===== src/rtl/stopwatch_ctrl.sv =====
// Stopwatch control core: input synchronizers, button debouncers, RUN/PAUSED/ADJUST
// sequencing, a shared 1 s / 2 Hz prescaler pair and the MM:SS counter.
module stopwatch_ctrl #(
    parameter int TICK_CYCLES = 100000000,
    parameter int DB_CYCLES   = 1000000
) (
    input  logic       clk,
    input  logic       rst,
    input  logic       btn_pause,
    input  logic       btn_clear,
    input  logic       sw_adj,
    input  logic       sw_sel,
    output logic [5:0] min,
    output logic [5:0] sec,
    output logic       paused,
    output logic       adj_active,
    output logic       blink,
    output logic       sec_tick
);

    localparam int TW = (TICK_CYCLES > 2) ? $clog2(TICK_CYCLES) : 1;
    localparam int AW = (TICK_CYCLES > 4) ? $clog2(TICK_CYCLES / 2) : 1;
    localparam int DW = $clog2(DB_CYCLES + 1);

    typedef enum logic [1:0] {ST_RUN, ST_PAUSED, ST_ADJUST} state_t;

    // Bit order: 0 = pause, 1 = clear, 2 = adjust switch, 3 = select switch
    logic [3:0] raw_in;
    logic [3:0] sync1_q;
    logic [3:0] sync2_q;
    logic [1:0] press;

    assign raw_in = {sw_sel, sw_adj, btn_clear, btn_pause};

    always_ff @(posedge clk or posedge rst) begin
        if (rst) begin
            sync1_q <= '0;
            sync2_q <= '0;
        end else begin
            sync1_q <= raw_in;
            sync2_q <= sync1_q;
        end
    end

    genvar gi;
    generate
        for (gi = 0; gi < 2; gi++) begin : g_db
            logic [DW-1:0] cnt_q;
            logic          lvl_q;
            logic          dly_q;
            logic          press_q;

            always_ff @(posedge clk or posedge rst) begin
                if (rst) begin
                    cnt_q   <= '0;
                    lvl_q   <= 1'b0;
                    dly_q   <= 1'b0;
                    press_q <= 1'b0;
                end else begin
                    if (sync2_q[gi] == lvl_q) begin
                        cnt_q <= '0;
                    end else if (cnt_q == DW'(DB_CYCLES - 1)) begin
                        cnt_q <= '0;
                        lvl_q <= ~lvl_q;
                    end else begin
                        cnt_q <= cnt_q + DW'(1);
                    end
                    dly_q   <= lvl_q;
                    press_q <= lvl_q & ~dly_q;
                end
            end

            assign press[gi] = press_q;
        end
    endgenerate

    logic pause_press;
    logic clear_press;
    logic adj_s;
    logic sel_s;

    assign pause_press = press[0];
    assign clear_press = press[1];
    assign adj_s       = sync2_q[2];
    assign sel_s       = sync2_q[3];

    state_t        state_q, state_d;
    logic [TW-1:0] presc_q, presc_d;
    logic [AW-1:0] adj_presc_q, adj_presc_d;
    logic [5:0]    min_q, min_d;
    logic [5:0]    sec_q, sec_d;
    logic          blink_q, blink_d;
    logic          tick_q, tick_d;
    logic          paused_q, adj_q;
    logic          in_run, in_adj, adj_entry, sec_wrap, adj_wrap;

    always_comb begin
        state_d = state_q;
        if (adj_s) begin
            state_d = ST_ADJUST;
        end else begin
            case (state_q)
                ST_RUN:    if (pause_press) state_d = ST_PAUSED;
                ST_PAUSED: if (pause_press) state_d = ST_RUN;
                ST_ADJUST: state_d = ST_PAUSED;
                default:   state_d = ST_RUN;
            endcase
        end
    end

    always_comb begin
        in_run    = (state_q == ST_RUN);
        in_adj    = (state_q == ST_ADJUST);
        adj_entry = (state_d == ST_ADJUST) && !in_adj;
        sec_wrap  = in_run && (presc_q == TW'(TICK_CYCLES - 1));
        adj_wrap  = in_adj && (adj_presc_q == AW'(TICK_CYCLES / 2 - 1));

        presc_d = presc_q;
        if (clear_press || adj_entry) presc_d = '0;
        else if (sec_wrap)            presc_d = '0;
        else if (in_run)              presc_d = presc_q + TW'(1);

        adj_presc_d = adj_presc_q;
        if (clear_press || adj_entry) adj_presc_d = '0;
        else if (adj_wrap)            adj_presc_d = '0;
        else if (in_adj)              adj_presc_d = adj_presc_q + AW'(1);

        // Clear wins over any coincident tick, including the sec_tick pulse itself
        tick_d = sec_wrap && !clear_press;

        min_d = min_q;
        sec_d = sec_q;
        if (clear_press) begin
            min_d = '0;
            sec_d = '0;
        end else if (sec_wrap) begin
            if (sec_q == 6'd59) begin
                sec_d = '0;
                min_d = (min_q == 6'd59) ? 6'd0 : min_q + 6'd1;
            end else begin
                sec_d = sec_q + 6'd1;
            end
        end else if (adj_wrap) begin
            if (sel_s) sec_d = (sec_q == 6'd59) ? 6'd0 : sec_q + 6'd1;
            else       min_d = (min_q == 6'd59) ? 6'd0 : min_q + 6'd1;
        end

        blink_d = 1'b0;
        if (in_adj && (state_d == ST_ADJUST)) blink_d = blink_q ^ adj_wrap;
    end

    always_ff @(posedge clk or posedge rst) begin
        if (rst) begin
            state_q     <= ST_RUN;
            presc_q     <= '0;
            adj_presc_q <= '0;
            min_q       <= '0;
            sec_q       <= '0;
            blink_q     <= 1'b0;
            tick_q      <= 1'b0;
            paused_q    <= 1'b0;
            adj_q       <= 1'b0;
        end else begin
            state_q     <= state_d;
            presc_q     <= presc_d;
            adj_presc_q <= adj_presc_d;
            min_q       <= min_d;
            sec_q       <= sec_d;
            blink_q     <= blink_d;
            tick_q      <= tick_d;
            paused_q    <= (state_d == ST_PAUSED);
            adj_q       <= (state_d == ST_ADJUST);
        end
    end

    assign min        = min_q;
    assign sec        = sec_q;
    assign paused     = paused_q;
    assign adj_active = adj_q;
    assign blink      = blink_q;
    assign sec_tick   = tick_q;

endmodule


===== config.mk =====
export PLATFORM = sky130hd
export DESIGN_NAME = stopwatch_ctrl
export DESIGN_NICKNAME = d
export VERILOG_FILES = /design/src/rtl/stopwatch_ctrl.sv
export SDC_FILE = /design/constraint.sdc
export NUM_CORES = 1
export LEC_CHECK = 0
export ABC_AREA = 0
export CAP_MARGIN = 20
export CORE_MARGIN = 2
export CORE_UTILIZATION = 30
export DETAILED_ROUTE_END_ITERATION = 8
export PLACE_DENSITY = 0.55
export REMOVE_ABC_BUFFERS = 1
export SLEW_MARGIN = 40
export SYNTH_ARGS = -nofsm -noshare
export SYNTH_HDL_FRONTEND = slang
export SYNTH_SLANG_ARGS = --single-unit

===== constraint.sdc =====
create_clock -name clk -period 5.25 [get_ports clk]
set_input_delay 1.05 -clock clk [delete_from_list [all_inputs] [get_ports clk]]
set_output_delay 1.05 -clock clk [all_outputs]
set_load 0.02 [all_outputs]

---- Word-level counts from Yosys, hierarchy flattened ----
Cells that the tools add are included.
word-level totals
  bits of input ports ..................... 6
  word-level logic and storage cells ...... 91
  output and inout port bits .............. 16
  flip-flop bits (word level) ............. 125
operators by class
  muxes and demuxes ....................... 26
  add/subtract/negate cells ............... 6
  eq/ne operators ......................... 14
  reduce and logical (&&, ||, !) cells .... 17
  bitwise operators ....................... 9
operator list
  kind                   count
  $mux 27                3
  $mux 20                4
  $mux 26                3
  $mux 6                 11
  $add 20x1->20 const B  2
  $eq 20x20->1 const B   2
  $add 27x1->27 const B  1
  $eq 27x27->1 const B   1
  $add 26x1->26 const B  1
  $eq 26x26->1 const B   1
  $add 6x1->6 const B    2
  $eq 6x6->1 const B     2
  $reduce_bool 3->1      4
  $mux 2                 3
  $not 1->1              6
  $pmux 2 s3             1
  $reduce_and 2->1       3
  $logic_and 1x1->1      5
  $eq 2x1->1 const B     2
  $eq 2x2->1 const B     2
  $ne 3x1->1 const B     1
  $ne 3x2->1 const B     1
  $reduce_and 3->1       1
  $and 1x1->1            2
  other kinds (6)        8

---- Logic depth before layout (Yosys ltp) ----
Gate-level depths: netlist of run 1.
  word-level depth ........................ 7
  mapped depth ............................ 8
  mapped depth without buffers ............ 6

---- Worst setup path after synthesis of run 1 ----
No wires, ideal clock.
  path kind ............................... reg2reg
  start point ............................. reg presc_q[19]
  end point ............................... reg sec_q[2] (netlist: sec[2])
  data required time ...................... 5.172 ns
  setup slack ............................. 3.097 ns
  buffers on the path ..................... 1
  data arrival time ....................... 2.076 ns
  stages on the path, launching flop included .. 7
  cell sequence ........................... dfrtp_1 or4_4 nor4_4 a32oi_2 buf_6 or4_1 a21oi_1
between the ends
  word-level cells in the longest chain between the ends .. 4
  elaborated cells between the ends (all ways) .. 7
  classes of those cells .................. eq/ne: 1; mux: 2; reduce/logical: 4
RTL lines
  item                                                          line  RTL
  start, declared                                               88    logic [TW-1:0] presc_q, presc_d;
  start signal, assigned                                        165   presc_q <= presc_d;
  $eq 27x27->1 *                                                115   sec_wrap = in_run && (presc_q == TW'(TICK_CYCLES - 1));
  $logic_and 1x1->1 *                                           115
  $reduce_bool 3->1 (no line) / $mux 6 (equally long branches)  n/a
  $reduce_and 2->1 (no line) / $mux 6 (equally long branches)   n/a
  end signal, assigned                                          158   sec_q <= '0;
  end signal, assigned                                          168   sec_q <= sec_d;
  end, declared                                                 91    logic [5:0] sec_q, sec_d;
Mark *: on every way between the ends. The rest lies on a longest branch, timed or not.
A chain may end at the register's enable or synchronous reset.

---- Worst setup path after layout of run 1 ----
  start point ............................. reg min_q[3] (netlist: min[3])
  end point ............................... out min[3]
RTL lines
  item                    line  RTL
  start, declared         90    logic [5:0] min_q, min_d;
  start signal, assigned  167   min_q <= min_d;
  end, declared           13    output logic [5:0] min,
No word-level cell between the ends.

==> results.md, run 1 <==
* Status: complete, no violations
* Pleak at about 3 nW
* Clk_lat worst skew at about 0.42 ns
* CP cell instances: clkdlybuf4s50_1
* Final core utilization at a little over a third
* Multi-input gate area at ~2800 um^2
* Post-synth EDFFs at 0
* Max-slew headroom at 47.6%
* Seq cells post-synth at roughly 130
* CP bufs+invs at 1
* Tmin final at 2.54 ns
* Most frequent cells in the layout: dfrtp_1, nor2_1, nand3_1
* Clock Tree Root: clkbuf_16
* Combinational family with the most area after synthesis: simple AND/OR/NAND/NOR gates
* Compound-cell area share of the yosys netlist at about 5.4%
* Sum Neg Setup Slack at 0 ns
* Crit path largest cell delay at ~0.64 ns
* Psw at a little over 0.0005 W
* H-tree depth at 4
* Post-Syn Area at ~6100 um^2
* Top cells by area, synth: dfrtp_1, xor2_1, nor2_1
* Gpl congestion at roughly 0.8
* Initial core utilization at 30.3%
* Skew final at between 0.01 and 0.015 ns
* Post-synthesis mux area share at less than 1%
* Antenna viol nets, final at 0
* Yosys warning total at 0
* Max-Cap Viols at 0
* Clk pin slew, worst setup/hold paths at 0.06 ns
* Met2 WL post-DR at between 5000 and 6000 um
* DIE WIDTH at 146 um
* Post_cts resized at 0
* Part of the power in registers at around 44%
* Met1 WL at around 6000 um
* WP data required at 4.20 ns
* Core area at ~20000 um^2
* Post-synthesis area per instance at 10.0 um^2
* Layout cells sized above 1 at under 10%
* Area leader, netlist: dfrtp_1
* Sequential share of the synthesized area at between 50% and 60%
* Hold Slack at roughly 0.34 ns
* Most common cell after layout, fill and taps aside: dfrtp_1
* Initial antenna violation count at 0
* Wire per inst at between 10 and 15 um
* Pwr/cell area at about 320 nW/um^2
* Yosys top cell area share at approximately half
* Count of unique library cells instantiated by Yosys at 57
* Max Slew Vio Count at 0
* Fill count at between 2000 and 2500
* # clock sinks at 125
* Worst path slowest cell: clkdlybuf4s50_1
* Layout-stage area growth over the synthesis result at 18.1%
* CTS Hold Bufs at 0
* WL final at about 12000 um
* Postcts setup bufs at 0
* P_int at roughly 0.0018 W
* Clock buffer depth at 2
* Vias in the first global route at between 4000 and 5000
* Nets at ~640
* Async S/R FF share, synth at 100%
* Simple-Gate Fraction of Synth Area at 27.2%
* Metal3 WL at around 440 um
* Crit-path leading delay family: buffers and inverters
* CP Launch Type: register
* CTS Buf Count at 17
* Top sig layer: met4
* Dominant synthesized flop cell: dfrtp_1
* Synthesized instance count at 605
* Comb pwr share at ~3.6%
* Critical path class: reg2out
* Clock network power share at between 50% and 60%
* ANT cells at 0
* Worst setup EP type: output port
* CP Max Fanout at 7
* CTS tree: yes
* Post-Synth Adder-Cell Area at approximately 1.2%
* DR pass1 iterations at 4
* Final Hold Vio Count at 0
* Largest net degree at the start of global routing at 48
* Final setup violation count at 0
* Register area at about 3100 um^2
* Ratio of final minimum period to clock period at 48.4%
* IO Port Bufs at 21
* Drt drc at 0
* WP data arrival at 1.49 ns
* Die area at ~21000 um^2
* F_max at just under 0.4 GHz
* Die Ht at approximately 150 um
* Boundary pin count at 22
* Vias at 4451
* All-Layer GR Usage at between 10% and 20%
* RSZ-0062 raised after global routing: no
* Iter 0 DRT Violations at approximately 220
* HP Class: reg2reg
* Vias/cell at 4.90
* Site Rows at 52
* VDD IR-drop max at ~260 uV
* Total gr overflow at 0
* HPWL after detailed placement at 8100 um
* Global-route wire length before repair at between 20000 and 25000 um
* Sw Ratio at 22.6%
* Worst-Margin Slew at 0.785 ns
* Post-Synth XOR/XNOR Area at a little under an eighth
-- sequential cells by signal, indices dropped and copies added (netlist names), 4 cells and up --
| name | cells |
|---|---|
| g_db.cnt_q | 40 |
| presc_q | 27 |
| adj_presc_q | 26 |
| min | 6 |
| sec | 6 |
| sync1_q | 4 |
| sync2_q | 4 |
-- worst register-to-register path: cells and delay by family (launching register included) --
| family | cells | cell delay, ns |
|---|---|---|
| muxes | 1 | 0.31 |
| and+or+nand+nor | 4 | 1.54 |
| DFF | 1 | 0.40 |
-- cell families (layout without fill, tap and decap cells) --
group	count (synthesis)	in the layout
AOI/OAI and AO/OA	50	50
adders and majority gates	6	6
and+or+nand+nor	306	306
DFF	125	125
buffers and inverters	35	68
xor gates and xnor gates	78	78
muxes	5	5
-- metal layers --
layer	track usage (%)	up-vias
met5	0	-
met4	3.50	0
met3	3.78	7
met2	19.2	56
met1	15.8	2219
li1	-	2169
-- power by group through the flow --
stage	logic [W]	registers, W	clock network, W
3_5_place_dp	0.0000847	0.00102	0
6_report	0.0000824	0.000999	0.00118
4_1_cts	0.0000852	0.000999	0.00122
3_3_place_gp	0.0000805	0.00101	0
2_1_floorplan	0.0000561	0.00101	0
5_1_grt	0.0000950	0.00100	0.00127
-- area by class of cell --
cell class,instances,share of cell area (%)
clock buffer,17,5.93
sequential,125,43.6
multi-input combinational,445,39.4
timing repair buffer,24,3.25
clock inverter,15,2.43
inverter,12,0.663
tap,270,4.71
-- synth_stat cells, drive strengths merged (2+ instances only) --
cell and count:
or2 4, ha 6, nor2 92, nand4b 4, nand3 46, a41oi 2
and4 14, a211oi 3, inv 12, and3 19, or3 11, dfrtp 125
nand3b 5, mux2 4, o211ai 3, nor4 13, nand2 33, and2 8
nand4 17, o311ai 2, a21o 2, nor3 14, clkbuf 20, nand2b 6
xnor2 35, a21oi 16, a31oi 2, or4 4, buf 2, nor2b 6
o31ai 2, o21ai 11, nor4b 4, xor2 43
-- metrics by stage --
step                setup WS, ns  power [W]  cells  instance area, um^2
floorplan                  0.872    0.00107    582                 5970
global placement            2.76    0.00110    876                 6550
detailed placement          2.72    0.00110    876                 6560
CTS                         2.69    0.00230    908                 7160
global route                2.66    0.00236    908                 7170
finish                      2.71    0.00226    908                 7170
-- path summary, 6_finish.rpt --
check / from / endpoint / slack (ns) / cells after the start
max in group asynchronous: rst / adj_presc_q[20] / 3.25 / 3
min reg2reg: sync1_q[0] / sync2_q[0] / 0.34 / 0
min in group asynchronous: rst / g_db[1].cnt_q[2] / 1.06 / 2
max: min[3] / min[3] / 2.71 / 1
max reg2reg: presc_q[19] / min[0] / 2.88 / 5
min: sync1_q[0] / sync2_q[0] / 0.34 / 0
(Power assumes the default switching activity.)
==> run 2, diff against run 1 <==
PLACE_DENSITY = 0.57   (was 0.55)
clock period = 2.3 ns   (was 5.25 ns; I/O delays follow)
==> results.md, run 2 (synthesized netlist as in run 1, its figures left out) <==
* Status: complete, no violations (unchanged)
* Clock Tree Root: clkbuf_16 (unchanged)
* Most frequent cells in the layout: dfrtp_1, nor2_1, nand3_1 (unchanged)
* Layout-stage area growth over the synthesis result at 20.7% (was 18.1%)
* Biggest register: g_db.cnt_q (unchanged)
* HP Class: reg2reg (unchanged)
* R2R Setup Slk at 0.14 ns (was 2.88 ns)
* Multi-input gate area at 2800 um^2 (was 2830 um^2)
* CTS Hold Bufs at 0 (unchanged)
* Core area at 20000 um^2 (unchanged)
* DR pass1 iterations at 4 (unchanged)
* Number of stages on the worst hold path at 0 (unchanged)
* Hold wc startpoint: sync1_q[3] (was sync1_q[0])
* H-tree depth at 4 (unchanged)
* Tmin final at 2.16 ns
* Clock network power share at 52.4% (was 52.2%)
* Clock buffer depth at 2 (unchanged)
* Max-Cap Viols at 0 (unchanged)
* Vias/cell at 4.72 (was 4.90)
* P_int at 0.00405 W (was 0.00175 W)
* Post_cts resized at 0 (unchanged)
* WP data required at 2.63 ns (was 4.20 ns)
* WP data arrival at 2.49 ns (was 1.49 ns)
* Worst path slowest cell: or4_4 (was clkdlybuf4s50_1)
* Nets at 655 (was 637)
* Comb pwr share at 4.0% (was 3.6%)
* Reg2Reg Depth at 5 (unchanged)
* Boundary pin count at 22 (unchanged)
* Psw at 0.00118 W (was 0.000512 W)
* Max Slew Vio Count at 0 (unchanged)
* Largest net degree at the start of global routing at 43 (was 48)
* All-Layer GR Usage at 12.1% (was 12.0%)
* Site Rows at 52 (unchanged)
* Final Hold Vio Count at 0 (unchanged)
* Initial core utilization at 30.3% (unchanged)
* Register area at 3130 um^2 (unchanged)
* Hold path endpoint: sync2_q[3] (was sync2_q[0])
* Wire per inst at 12.8 um (was 13.3 um)
* Fill count at 2036 (was 2076)
* Gpl congestion at 0.766 (was 0.791)
* Critical path class: reg2reg (was reg2out)
* Die Ht at 146 um (unchanged)
* Most common cell after layout, fill and taps aside: dfrtp_1 (unchanged)
* CP Launch Type: register (unchanged)
* Sum Neg Setup Slack at 0 ns (unchanged)
* # clock sinks at 125 (unchanged)
* Vias at 4374 (was 4451)
* Part of the power in registers at 43.5% (was 44.1%)
* Postcts setup bufs at 0 (unchanged)
* Worst-Margin Slew at 0.678 ns (was 0.785 ns)
* IO Port Bufs at 21 (unchanged)
* Hold Slack at 0.346 ns (was 0.340 ns)
* Crit path largest cell delay at 0.54 ns (was 0.64 ns)
* CP Max Fanout at 3 (was 7)
* Global-route wire length before repair at 21100 um (was 21300 um)
* Reg2Reg Launch Point: presc_q[12] (was presc_q[19])
* Clk_lat worst skew at 0.42 ns (about the same)
* WL final at 11900 um (was 12100 um)
* Initial antenna violation count at 0 (unchanged)
* Pleak at 3.11 nW (was 2.99 nW)
* ANT cells at 0 (unchanged)
* CP cell instances: or4_4, nor4_4, a32oi_2, or4_1, a21oi_1 (was clkdlybuf4s50_1)
* Clk pin slew, worst setup/hold paths at 0.06 ns (about the same)
* Total gr overflow at 0 (unchanged)
* Ratio of final minimum period to clock period at 93.9%
* VDD IR-drop max at 510 uV (was 261 uV)
* CP bufs+invs at 0 (was 1)
* Iter 0 DRT Violations at 168 (was 224)
* DIE WIDTH at 146 um (unchanged)
* F_max at ~0.46 GHz
* CTS Buf Count at 17 (unchanged)
* Worst setup EP type: register (was output port)
* Pwr/cell area at 714 nW/um^2 (was 316 nW/um^2)
* RR Endpoint: sec[2] (was min[0])
* RSZ-0062 raised after global routing: no (unchanged)
* Antenna viol nets, final at 0 (unchanged)
* Dpl ws at 0.161 ns (was 2.72 ns)
* Max-slew headroom at 54.8% (was 47.6%)
* CTS tree: yes (unchanged)
* Max reg flops at 40 (unchanged)
* Crit-path leading delay family: simple AND/OR/NAND/NOR gates (was buffers and inverters)
* Post-route worst setup slack at 0.140 ns (was 2.71 ns)
* Skew final at 0.00818 ns (was 0.0102 ns)
* Vias in the first global route at 4217 (was 4400)
* Final setup violation count at 0 (unchanged)
* Largest registers: g_db.cnt_q: 40 flops, presc_q: 27 flops, adj_presc_q: 26 flops (unchanged)
* Layout cells sized above 1 at 11.3% (was 9.25%)
* Sw Ratio at 22.6% (about the same)
* HPWL after detailed placement at 7830 um (was 8100 um)
* Drt drc at 0 (unchanged)
* Die area at 21400 um^2 (unchanged)
==> run 2: power groups by stage <==
stage | registers [W] | logic, W | clock network (W)
after floorplan | 0.00231 | 0.000128 | 0
after global routing | 0.00228 | 0.000244 | 0.00293
after detailed placement | 0.00232 | 0.000219 | 0
after global placement | 0.00231 | 0.000217 | 0
after CTS | 0.00228 | 0.000220 | 0.00282
final | 0.00228 | 0.000212 | 0.00274
==> run 2: worst max-delay path by stage <==
stage	depth (start not counted)	endpoint	start
finish	5	sec[2]	presc_q[12]
global route	5	sec[5]	presc_q[19]
CTS	5	sec[2]	presc_q[12]
detailed placement	6	sec[3]	presc_q[19]
global placement	6	adj_presc_q[6]	state_q[0]
floorplan	1	adj_active	rst
==> run 2: final cells by class <==
type                       count  area share, %
multi-input combinational    445           38.3
clock inverter                14           2.27
timing repair buffer          42           5.53
clock buffer                  18           5.99
inverter                      12          0.649
tap                          270           4.61
sequential                   125           42.7
==> run 2: routing by layer <==
layer  up-vias  part of all wire (%)  track usage (%)
met4         0                  0.68             3.69
met1      2133                    51             16.7
met2        44                    45             18.0
met3         7                   3.2             4.31
met5         -                     0                0
li1       2190                     -                -
==> run 2: per-stage QoR <==
stage	instance area (um^2)	cells	power, W	util [%]
2_1_floorplan	5970	582	0.00244	-
3_3_place_gp	6720	894	0.00253	33.5
3_5_place_dp	6720	894	0.00254	33.5
4_1_cts	7330	926	0.00531	36.6
5_1_grt	7330	926	0.00546	36.6
6_report	7330	926	0.00523	36.6
==> run 3, diff against run 2 <==
PLACE_DENSITY = 0.55   (was 0.57)
clock period = 2.15 ns   (was 2.3 ns; I/O delays follow)
==> results.md, run 3 (synthesized netlist as in run 1, its figures left out) <==
* Global-route wire length before repair at 21400 um (was 21100 um)
* VDD IR-drop max at 593 uV (was 510 uV)
* Boundary pin count at 22 (unchanged)
* Initial antenna violation count at 0 (unchanged)
* Largest registers: g_db.cnt_q: 40 flops, presc_q: 27 flops, adj_presc_q: 26 flops (unchanged)
* Wire per inst at 13.0 um (was 12.8 um)
* Clk_lat worst skew at 0.41 ns (was 0.42 ns)
* Clock Tree Root: clkbuf_16 (unchanged)
* Pwr/cell area at 743 nW/um^2 (was 714 nW/um^2)
* All-Layer GR Usage at 12.1% (about the same)
* HP Class: in2async (was reg2reg)
* H-tree depth at 4 (unchanged)
* F_max at 0.471 GHz (was 0.463 GHz)
* Busiest grt layer: met2 (unchanged)
* Most common cell after layout, fill and taps aside: dfrtp_1 (unchanged)
* Worst-Margin Slew at 0.503 ns (was 0.678 ns)
* Met1 global-route usage at 15.9% (was 16.7%)
* WP data arrival at 2.47 ns (was 2.49 ns)
* Final setup violation count at 0 (unchanged)
* Sum Neg Setup Slack at 0 ns (unchanged)
* Die area at 21400 um^2 (unchanged)
* CTS Buf Count at 17 (unchanged)
* Worst setup EP type: register (unchanged)
* Vias/cell at 4.85 (was 4.72)
* DR pass1 iterations at 5 (was 4)
* Max reg flops at 40 (unchanged)
* R2R Setup Slk at 0.03 ns (was 0.14 ns)
* Worst path slowest cell: or4_4 (unchanged)
* Layout-stage area growth over the synthesis result at 22.4% (was 20.7%)
* Die Ht at 146 um (unchanged)
* Biggest register: g_db.cnt_q (unchanged)
* Critical path class: reg2reg (unchanged)
* CP cell instances: or4_4, nor4_4, a32oi_2, or4_4, a21oi_2 (was or4_4, nor4_4, a32oi_2, or4_1, a21oi_1)
* Met3 Track Usage GR at 3.19% (was 4.31%)
* Drt drc at 0 (unchanged)
* Ratio of final minimum period to clock period at 98.8% (was 93.9%)
* CTS Hold Bufs at 0 (unchanged)
* Initial core utilization at 30.3% (unchanged)
* Dpl ws at -0.0177 ns (was 0.161 ns)
* CP Max Fanout at 4 (was 3)
* Gpl congestion at 0.778 (was 0.766)
* Total gr overflow at 0 (unchanged)
* Iter 0 DRT Violations at 220 (was 168)
* Status: complete, no violations (unchanged)
* RR Endpoint: sec[5] (was sec[2])
* Antenna viol nets, final at 0 (unchanged)
* WP data required at 2.49 ns (was 2.63 ns)
* Nets at 665 (was 655)
* Reg2Reg Depth at 5 (unchanged)
* CP Launch Type: register (unchanged)
* WL final at 12200 um (was 11900 um)
* Final core utilization at 37.1% (was 36.6%)
* Cell mode on critical path: or4_4
* Largest net degree at the start of global routing at 39 (was 43)
* Clock buffer depth at 2 (unchanged)
* Crit path largest cell delay at 0.55 ns (was 0.54 ns)
* CP endpoint: sec[5] (was sec[2])
* Most frequent cells in the layout: dfrtp_1, nor2_1, nand3_1 (unchanged)
* Max-Cap Viols at 0 (unchanged)
* HPWL after detailed placement at 8330 um (was 7830 um)
* Site Rows at 52 (unchanged)
* DIE WIDTH at 146 um (unchanged)
* IO Port Bufs at 21 (unchanged)
* Final Hold Vio Count at 0 (unchanged)
* ANT cells at 0 (unchanged)
* Layout cells sized above 1 at 12.5% (was 11.3%)
* Vias at 4539 (was 4374)
* Tmin final at 2.12 ns (was 2.16 ns)
* # clock sinks at 125 (unchanged)
* CTS tree: yes (unchanged)
* CP bufs+invs at 0 (unchanged)
* Skew final at 0.00701 ns (was 0.00818 ns)
* Post-route worst setup slack at 0.0264 ns (was 0.140 ns)
* Met2 usage at 19.4% (was 18.0%)
* Reg2Reg Launch Point: presc_q[8] (was presc_q[12])
* Pleak at 3.17 nW (was 3.11 nW)
* Max-slew headroom at 66.4% (was 54.8%)
* Max Slew Vio Count at 0 (unchanged)
* Clk pin slew, worst setup/hold paths at 0.05 ns (was 0.06 ns)
* Critical path origin: presc_q[8] (was presc_q[12])
* Number of stages on the worst setup path at 5 (unchanged)
* Vias in the first global route at 4544 (was 4217)
* Fill count at 2044 (was 2036)
* Core area at 20000 um^2 (unchanged)
* Crit-path leading delay family: simple AND/OR/NAND/NOR gates (unchanged)
* RSZ-0062 raised after global routing: yes (was no)
[run 3: power by group]
part | total (W) | switching, W | internal, W
clock network | 0.00285 | 0.000978 | 0.00187
logic | 0.000232 | 0.000142 | 0.0000898
registers | 0.00244 | 0.0000402 | 0.00240
total | 0.00552 | 0.00116 | 0.00436
[run 3: routing by layer]
metal	up-vias	part of all wire (%)
li1	2218	-
met1	2240	49
met2	71	47
met3	10	3.1
met4	0	1.2
met5	-	0
[run 3: area by class of cell]
type	count	area, um^2	area share (%)
Clock buffer	24	472	6.35
Tap cell	270	338	4.55
Sequential cell	125	3130	42.1
Multi-Input combinational cell	445	2820	38.0
Inverter	12	47.5	0.640
Timing Repair Buffer	52	510	6.87
Clock inverter	7	113	1.52
[run 3: timing repair]
action,CTS,global route
pin swaps,1,13
setup endpoints to repair,4,29
gates resized for setup,0,9
setup buffers,0,1
cloned,0,1
[run 3: worst reg2reg max path: stages, from the launching register on]
cell and delay (ns):
dfrtp_1 0.37, or4_4 0.55, nor4_4 0.36, a32oi_2 0.14
or4_4 0.51, a21oi_2 0.12
[run 3: worst min path at each step]
stage | startpoint | to | cells past startpoint
after detailed placement | sync1_q[3] | sync2_q[3] | 0
after floorplan | sync1_q[0] | sync2_q[0] | 0
final | rst | g_db[0].cnt_q[2] | 2
after global routing | sync1_q[3] | sync2_q[3] | 0
after CTS | rst | g_db[0].cnt_q[0] | 2
after global placement | sync1_q[1] | sync2_q[1] | 0
[run 3: stage by stage]
step | total power (W) | hold slack [ns] | area, um^2 | cells
final | 0.00552 | 0.344 | 7430 | 935
after global routing | 0.00574 | 0.357 | 7430 | 935
after CTS | 0.00561 | 0.343 | 7380 | 933
after detailed placement | 0.00272 | 0.336 | 6800 | 902
after global placement | 0.00270 | 0.335 | 6800 | 902
after floorplan | 0.00261 | 0.331 | 5970 | 582
